<file path="src/rtl/mac_pkg.sv">
// Shared constants and state encoding for the sequential two-term MAC.
package mac_pkg;

    localparam int unsigned DefaultWidth = 8;
    localparam int unsigned StepCntWidth = $clog2(DefaultWidth) + 1;

    typedef enum logic [1:0] {
        StIdle  = 2'd0,
        StMulAb = 2'd1,
        StMulCd = 2'd2,
        StDone  = 2'd3
    } state_e;

endpackage

</file>
<file path="src/rtl/shift_add_datapath.sv">
// Shared shift-add multiplier datapath: one partial-product step per enabled cycle into a
// single accumulator that spans both products.
module shift_add_datapath
    import mac_pkg::*;
#(
    parameter int unsigned WIDTH = DefaultWidth
) (
    input  logic               clk,
    input  logic               reset,
    input  logic               clr,
    input  logic               load_ab,
    input  logic               load_cd,
    input  logic               step,
    input  logic [WIDTH-1:0]   mcand_in,
    input  logic [WIDTH-1:0]   mplier_in,
    output logic [2*WIDTH:0]   acc,
    output logic               last_step
);

    logic [2*WIDTH-1:0]      mcand_q, mcand_d;
    logic [WIDTH-1:0]        mplier_q, mplier_d;
    logic [2*WIDTH:0]        acc_q, acc_d;
    logic [StepCntWidth-1:0] cnt_q, cnt_d;

    assign last_step = (cnt_q == StepCntWidth'(WIDTH - 1));
    // Exposes the sum including the current step so the caller can capture it on the last step.
    assign acc = acc_d;

    always_comb begin
        acc_d    = acc_q;
        mcand_d  = mcand_q;
        mplier_d = mplier_q;
        cnt_d    = cnt_q;
        if (clr) begin
            acc_d = '0;
            cnt_d = '0;
        end else if (step) begin
            acc_d    = acc_q + (mplier_q[0] ? {1'b0, mcand_q} : '0);
            mcand_d  = mcand_q << 1;
            mplier_d = mplier_q >> 1;
            cnt_d    = last_step ? '0 : cnt_q + 1'b1;
        end
        // A load overrides the shift so the next product starts on the following cycle.
        if (load_ab || load_cd) begin
            mcand_d  = {{WIDTH{1'b0}}, mcand_in};
            mplier_d = mplier_in;
        end
    end

    always_ff @(posedge clk or negedge reset) begin
        if (!reset) begin
            mcand_q  <= '0;
            mplier_q <= '0;
            acc_q    <= '0;
            cnt_q    <= '0;
        end else begin
            mcand_q  <= mcand_d;
            mplier_q <= mplier_d;
            acc_q    <= acc_d;
            cnt_q    <= cnt_d;
        end
    end

endmodule

</file>
<file path="src/rtl/seq_dot2_mac.sv">
// Sequential a*b + c*d over a shared shift-add datapath; fixed 2*WIDTH-cycle latency,
// registered result/carry/done.
module seq_dot2_mac
    import mac_pkg::*;
#(
    parameter int unsigned WIDTH = DefaultWidth
) (
    input  logic               clk,
    input  logic               reset,
    input  logic               start,
    input  logic [WIDTH-1:0]   a,
    input  logic [WIDTH-1:0]   b,
    input  logic [WIDTH-1:0]   c,
    input  logic [WIDTH-1:0]   d,
    output logic               busy,
    output logic               done,
    output logic [2*WIDTH-1:0] result,
    output logic               carry
);

    state_e             state_q, state_d;
    logic [WIDTH-1:0]   c_q, d_q;
    logic [2*WIDTH-1:0] result_q, result_d;
    logic               carry_q, carry_d;
    logic               done_q, done_d;

    logic               clr, load_ab, load_cd, step, last_step;
    logic [2*WIDTH:0]   acc;
    logic [WIDTH-1:0]   mcand_in, mplier_in;

    // a/b go straight into the datapath on the start edge; c/d wait in holding regs.
    assign mcand_in  = load_ab ? a : c_q;
    assign mplier_in = load_ab ? b : d_q;

    shift_add_datapath #(
        .WIDTH (WIDTH)
    ) u_datapath (
        .clk       (clk),
        .reset     (reset),
        .clr       (clr),
        .load_ab   (load_ab),
        .load_cd   (load_cd),
        .step      (step),
        .mcand_in  (mcand_in),
        .mplier_in (mplier_in),
        .acc       (acc),
        .last_step (last_step)
    );

    always_comb begin
        state_d  = state_q;
        clr      = 1'b0;
        load_ab  = 1'b0;
        load_cd  = 1'b0;
        step     = 1'b0;
        result_d = result_q;
        carry_d  = carry_q;
        done_d   = 1'b0;
        case (state_q)
            StIdle: begin
                if (start) begin
                    clr     = 1'b1;
                    load_ab = 1'b1;
                    state_d = StMulAb;
                end
            end
            StMulAb: begin
                step = 1'b1;
                if (last_step) begin
                    load_cd = 1'b1;
                    state_d = StMulCd;
                end
            end
            StMulCd: begin
                step = 1'b1;
                if (last_step) begin
                    {carry_d, result_d} = acc;
                    done_d              = 1'b1;
                    state_d             = StDone;
                end
            end
            StDone:  state_d = StIdle;
            default: state_d = StIdle;
        endcase
    end

    always_ff @(posedge clk or negedge reset) begin
        if (!reset) begin
            state_q  <= StIdle;
            c_q      <= '0;
            d_q      <= '0;
            result_q <= '0;
            carry_q  <= 1'b0;
            done_q   <= 1'b0;
        end else begin
            state_q  <= state_d;
            result_q <= result_d;
            carry_q  <= carry_d;
            done_q   <= done_d;
            if (load_ab) begin
                c_q <= c;
                d_q <= d;
            end
        end
    end

    assign busy   = (state_q != StIdle);
    assign done   = done_q;
    assign result = result_q;
    assign carry  = carry_q;

endmodule

</file>
<file path="config.mk">
export PLATFORM = sky130hd
export DESIGN_NAME = seq_dot2_mac
export DESIGN_NICKNAME = d
export VERILOG_FILES = /design/src/rtl/mac_pkg.sv /design/src/rtl/shift_add_datapath.sv /design/src/rtl/seq_dot2_mac.sv
export SDC_FILE = /design/constraint.sdc
export NUM_CORES = 1
export LEC_CHECK = 0
export BUFFER_PORTS_ARGS = -buffer_cell sky130_fd_sc_hd__buf_2
export CORE_MARGIN = 2
export CORE_UTILIZATION = 35
export DETAILED_ROUTE_END_ITERATION = 7
export PLACE_DENSITY_LB_ADDON = 0.15
export SETUP_SLACK_MARGIN = 0.5
export SLEW_MARGIN = 10
export SYNTH_ARGS = -nofsm -noshare
export SYNTH_HDL_FRONTEND = slang
export SYNTH_SLANG_ARGS = --single-unit
</file>
<file path="constraint.sdc">
create_clock -name clk -period 6.05 [get_ports clk]
set_input_delay 1.21 -clock clk [delete_from_list [all_inputs] [get_ports clk]]
set_output_delay 1.21 -clock clk [all_outputs]
set_load 0.02 [all_outputs]
</file>
## Word-level counts from Yosys, hierarchy flattened

Cells that the tools add are included.
W data, S select, Z words.

- Bits in latches: 0
- Memories: 0
- Input bits: 35
- Register bits after elaboration: 81
- ROM bits: 0
- Bits in writable memories: 0
- Output and inout bits: 19
- Logic and storage cells: 53

- Add/sub/neg operators: 2
- Reduce and logical (&&, ||, !) cells: 9
- Order comparisons: 0
- Bitwise operators: 0
- Shift-type cells: 0
- Div/mod/pow operators: 0
- Multiply operators: 0
- Multiplexer cells: 24
- Equal/unequal tests: 8

Operators by type and width:

| operator | count |
|---|---|
| $mux W16 | 4 |
| $mux W8 | 5 |
| $mux W17 | 2 |
| $add A17 B17 Y17 | 1 |
| $mux W4 | 3 |
| $pmux W2 S4 | 1 |
| $mux W1 | 6 |
| $mux W2 | 3 |
| $ne A2 B1 Y1 const B | 3 |
| $reduce_bool A2 Y1 | 3 |
| $add A4 B1 Y4 const B | 1 |
| $eq A2 B2 Y1 const B | 2 |
| $eq A4 B3 Y1 const B | 1 |
| $reduce_and A2 Y1 | 2 |
| $reduce_and A3 Y1 | 1 |
| $eq A2 B1 Y1 const B | 1 |
| $logic_not A2 Y1 | 1 |
| $ne A2 B2 Y1 const B | 1 |
| $reduce_or A2 Y1 | 1 |
| $logic_or A1 B1 Y1 | 1 |

## Logic depth before layout (Yosys ltp)

- Depth after elaboration: 6
- Depth in mapped cells: 10
- Gate-level depth less buffers: 10

## Hierarchy

From an unflattened synthesis, not the netlist that was laid out.

- Cell total of the unflattened synthesis: 473
- Area, all modules: 4445.5 um^2

Modules (own cells, without submodules):

| module | sequential area each (um^2) | area each (um^2) | cells each | instances |
|---|---|---|---|---|
| shift_add_datapath | 1126.1 | 2870.3 | 318 | 1 |
| seq_dot2_mac | 900.9 | 1575.3 | 155 | 1 |

## Worst setup path before layout

OpenSTA, ideal clock, no wires.

- Path type: register -> register
- Start point: register u_datapath.mplier_q[0]
- End point: register result_q[14], in the netlist result[14]
- Data required time: 5926 ps
- Arrival time: 2192 ps
- Slack: 3735 ps
- Buffers on the path: 0
- Stages on the path, launching flop included: 11
- Library setup time: 124 ps
- Period minus slack after synthesis: 2315 ps
- Path through: dfrtp_1 -> and2_1 -> ha_1 -> inv_1 -> fa_1 -> nand2b_1 -> a21oi_4 -> o2111ai_4 -> a222oi_1 -> o211a_1 -> o21ai_1

- Cells in the longest elaborated chain, start to end: 4

RTL lines:

| element | line | source |
|---|---|---|
| start: declaration | shift_add_datapath.sv:21 | `logic [WIDTH-1:0] mplier_q, mplier_d;` |
| start signal: assignment | shift_add_datapath.sv:58 | `mplier_q <= mplier_d;` |
| $mux W16 | shift_add_datapath.sv:38 | `acc_d = acc_q + (mplier_q[0] ? {1'b0, mcand_q} : '0);` |
| $add A17 B17 Y17 | shift_add_datapath.sv:38 |  |
| $mux W17 | shift_add_datapath.sv:37 | `end else if (step) begin` |
| $mux W17 | shift_add_datapath.sv:34 | `if (clr) begin` |
| end signal: assignment | seq_dot2_mac.sv:97 | `result_q <= result_d;` |
| end: declaration | seq_dot2_mac.sv:23 | `logic [2*WIDTH-1:0] result_q, result_d;` |

Every way passes these cells.
A chain may end at the register's enable or synchronous reset.

## Worst setup path in the final report

Same ends and word-level chain as after synthesis.

==> out/qor.yml <==
global_route:
  grt_overflow_total: 0
  antenna_found_initial: 0
  grt_pass1_wl_um: 17600
  grt_use_total: 0.168
  grt_pass1_vias: 3478
  grt_max_degree: 64
route:
  drc: 0
  route.vias.total: 3432
  drt-total-wl_um: 10100
  avgViaCountPerCell: 5.02
  first_pass_iters: 6
  drt_iter0_markers: 193
  final_antenna_net_count: 0
  wl_per_cell_um: 14.7
clock_tree:
  cts.sinks: 81
  ctsHoldBuffers: 0
  clock_path_buffers: 2
  root_buffer: "clkbuf_16"
  clock_latency_ns: 0.33
  cts_tree: "built"
  ctsResizeCount: 0
  clk_pin_slew_ns: 0.06
  cts_htree_levels: 3
  cts_buffers: 9
  postCtsSetupRepairBufs: 0
die:
  fp.dieW_um: 115
  core.rowCount: 40
  io-pin-count: 54
  coreArea_mm2: 0.0121
  start_util: 0.360
  dieArea_mm2: 0.0133
  die_h_um: 115
min_path:
  holdCritPathClass: "flop to flop"
timing:
  worst_slew_pin_slew_ns: 0.920
  hold_violations: 0
  clock_skew_ns: 0.00686
  period_share: 0.463
  slew-limit-headroom: 0.385
  slew_viol_final: 0
  rsz0062_at_grt: "no"
  fin_crit_ns: 2.80
  setup_viol: 0
  max_clock_freq_mhz: 357
  setup_total_negative_slack_ns: 0
  holdWs_ns: 0.458
critical_path:
  end_kind: "flop"
  crit_end: "result[14]"
  startpoint_type: "flop"
  crit_fanout: 17
  r2r-end: "result[14]"
  crit_required_ns: 6.27
  reg2reg_depth: 10
  cp-startpoint: "u_datapath.mplier_q[0]"
  cp.arrival_ns: 3.02
  reg2reg_from: "u_datapath.mplier_q[0]"
  r2r_slack_ns: 3.25
  worst-setup-path-type: "flop to flop"
logic_synthesis:
  synthFlopType: "dfrtp_1"
  synth_area_leader_cell: "dfrtp_1"
  synth_seq_area_share: 0.467
  synth.avg_cell_area_um2: 9.31
  syn_area_mm2: 0.00434
  ys_seq_elements: 81
  yosys_warnings: 0
  synth_cell_types: 44
  synth-async-reset-ratio: 1.00
  synth_edf_count: 0
  netlist.area_leader.share: 0.467
  syn-num-nets: 523
  synthTopCellsByArea: "dfrtp_1 (47%), nand2_1 (8.5%), ha_1 (6.1%)"
  synthCells: 466
pwr:
  power_density_mw_per_mm2: 557
  switching_share: 0.416
  max-vdd-ir-drop_mv: 0.285
  leakagePower_uw: 0.00238
  power.share.clock: 0.206
  combPwrFrac: 0.475
  pwr-share-seq: 0.318
  p_sw_uw: 1180
  p_int_uw: 1650
cells_and_area:
  finalNetCount: 568
  layout-drive-gt1-share: 0.167
  synthToLayoutAreaGrowth_pct: 16.8
  fillers: 1216
  diodes: 0
outcome:
  status: "complete, no violations"
placement:
  gp_congestion: 0.824
  io_buffers: 53
  dpl.hpwl_um: 6950
job:
  drv_cap: 0
-- sequential cells by signal (all words and copies together), names as in the netlist --
register / flops
u_datapath.mcand_q: 16
result: 16
state_q: 2
c_q: 8
u_datapath.acc_q: 17
u_datapath.mplier_q: 8
carry: 1
d_q: 8
done: 1
u_datapath.cnt_q: 4
-- layout make-up --
cell class	instances	area [um^2]	share of cell area
clock buffers	12	246	0.0486
multi-input cells	353	2190	0.432
well taps	168	210	0.0415
repair buffers	57	298	0.0588
inverters	9	33.8	0.00667
clock inverters	3	65.1	0.0128
flip-flops and latches	81	2030	0.400
-- cells in the mapped netlist, types with 2 or more instances --
library cell,count
nand2_1,98
dfrtp_1,81
nor2_1,34
a21oi_1,28
and2_1,23
ha_1,21
a31oi_1,18
mux2i_1,17
a211oi_1,15
clkbuf_1,13
nand3_1,11
o21ai_1,11
nor2b_1,9
xnor2_1,9
inv_1,8
buf_2,7
o21ai_0,6
o31ai_1,6
mux2_2,5
o211ai_1,5
xor2_1,5
buf_1,3
nand2b_1,3
a21o_1,2
a21oi_2,2
and3_1,2
nand4_1,2
nor3_1,2
o211ai_2,2
o21a_1,2
o21bai_1,2
o22ai_1,2
-- cell usage in the layout, fill, tap and decap left out, types with 6 or more instances in the layout --
cell type  instances
nand3_1           11
and2_1            22
nor2_1            34
inv_1              8
o21ai_1           11
a31oi_1           18
dfrtp_1           81
o31ai_1            6
buf_2             52
o21ai_0            6
nand2_1           98
mux2i_1           17
a21oi_1           28
ha_1              20
nor2b_1            9
xnor2_1            9
a211oi_1          15
clkbuf_16          9
-- power groups by stage --
stage	clock network [uW]	logic [uW]	registers [uW]
after global routing	622	1540	931
after global placement	0	1320	903
after CTS	597	1360	901
after detailed placement	0	1350	909
after floorplan	0	1030	901
final	583	1340	898
-- worst min path at each step --
stage	startpoint	end	slack [ns]	cells past startpoint
after CTS	c_q[0]	c_q[0]	0.46	2
after global routing	d_q[6]	d_q[6]	0.49	2
after global placement	c_q[1]	c_q[1]	0.45	2
after detailed placement	c_q[0]	c_q[0]	0.45	2
after floorplan	d_q[6]	d_q[6]	0.43	2
final	c_q[0]	c_q[0]	0.46	2
-- logic make-up after synthesis --
group | count (synthesis) | share of synthesized area
AND/OR/NAND/NOR | 187 | 0.191
AO/OA/AOI/OAI | 108 | 0.167
flip-flops | 81 | 0.467
buffers and inverters | 32 | 0.0297
multiplexers | 22 | 0.0522
adder cells (fa/ha/maj) | 22 | 0.0651
XOR/XNOR | 14 | 0.0283
-- worst max-delay path, cell delays in order (launching register included) --
cell	delay [ns]
dfrtp_1	0.61
and2_1	0.20
ha_1	0.19
inv_1	0.07
fa_1	0.39
nand2b_1	0.21
a21oi_4	0.20
o2111ai_4	0.19
a222oi_1	0.31
o211a_1	0.24
o21ai_1	0.07
-- layer usage --
metal  track usage  wire, um  vias to the layer above  part of all wire
met5             0         0                        -                 0
met4        0.0594       197                        0             0.020
met3        0.0322       318                       14             0.032
met2         0.267      4590                       72              0.46
met1         0.229      4940                     1635              0.49
li1              -         -                     1711                 -
-- metrics by stage --
step,std cells,area (um^2),utilization,worst slack (ns),power (uW)
5_1_grt,683,5070,0.420,3.00,3090
3_3_place_gp,668,4760,0.394,3.12,2220
4_1_cts,683,5070,0.420,3.23,2860
6_report,683,5070,0.420,3.25,2820
2_1_floorplan,466,4340,-,3.73,1930
3_5_place_dp,668,4760,0.394,3.13,2260
Note: power is estimated with default switching activity, not from simulation.
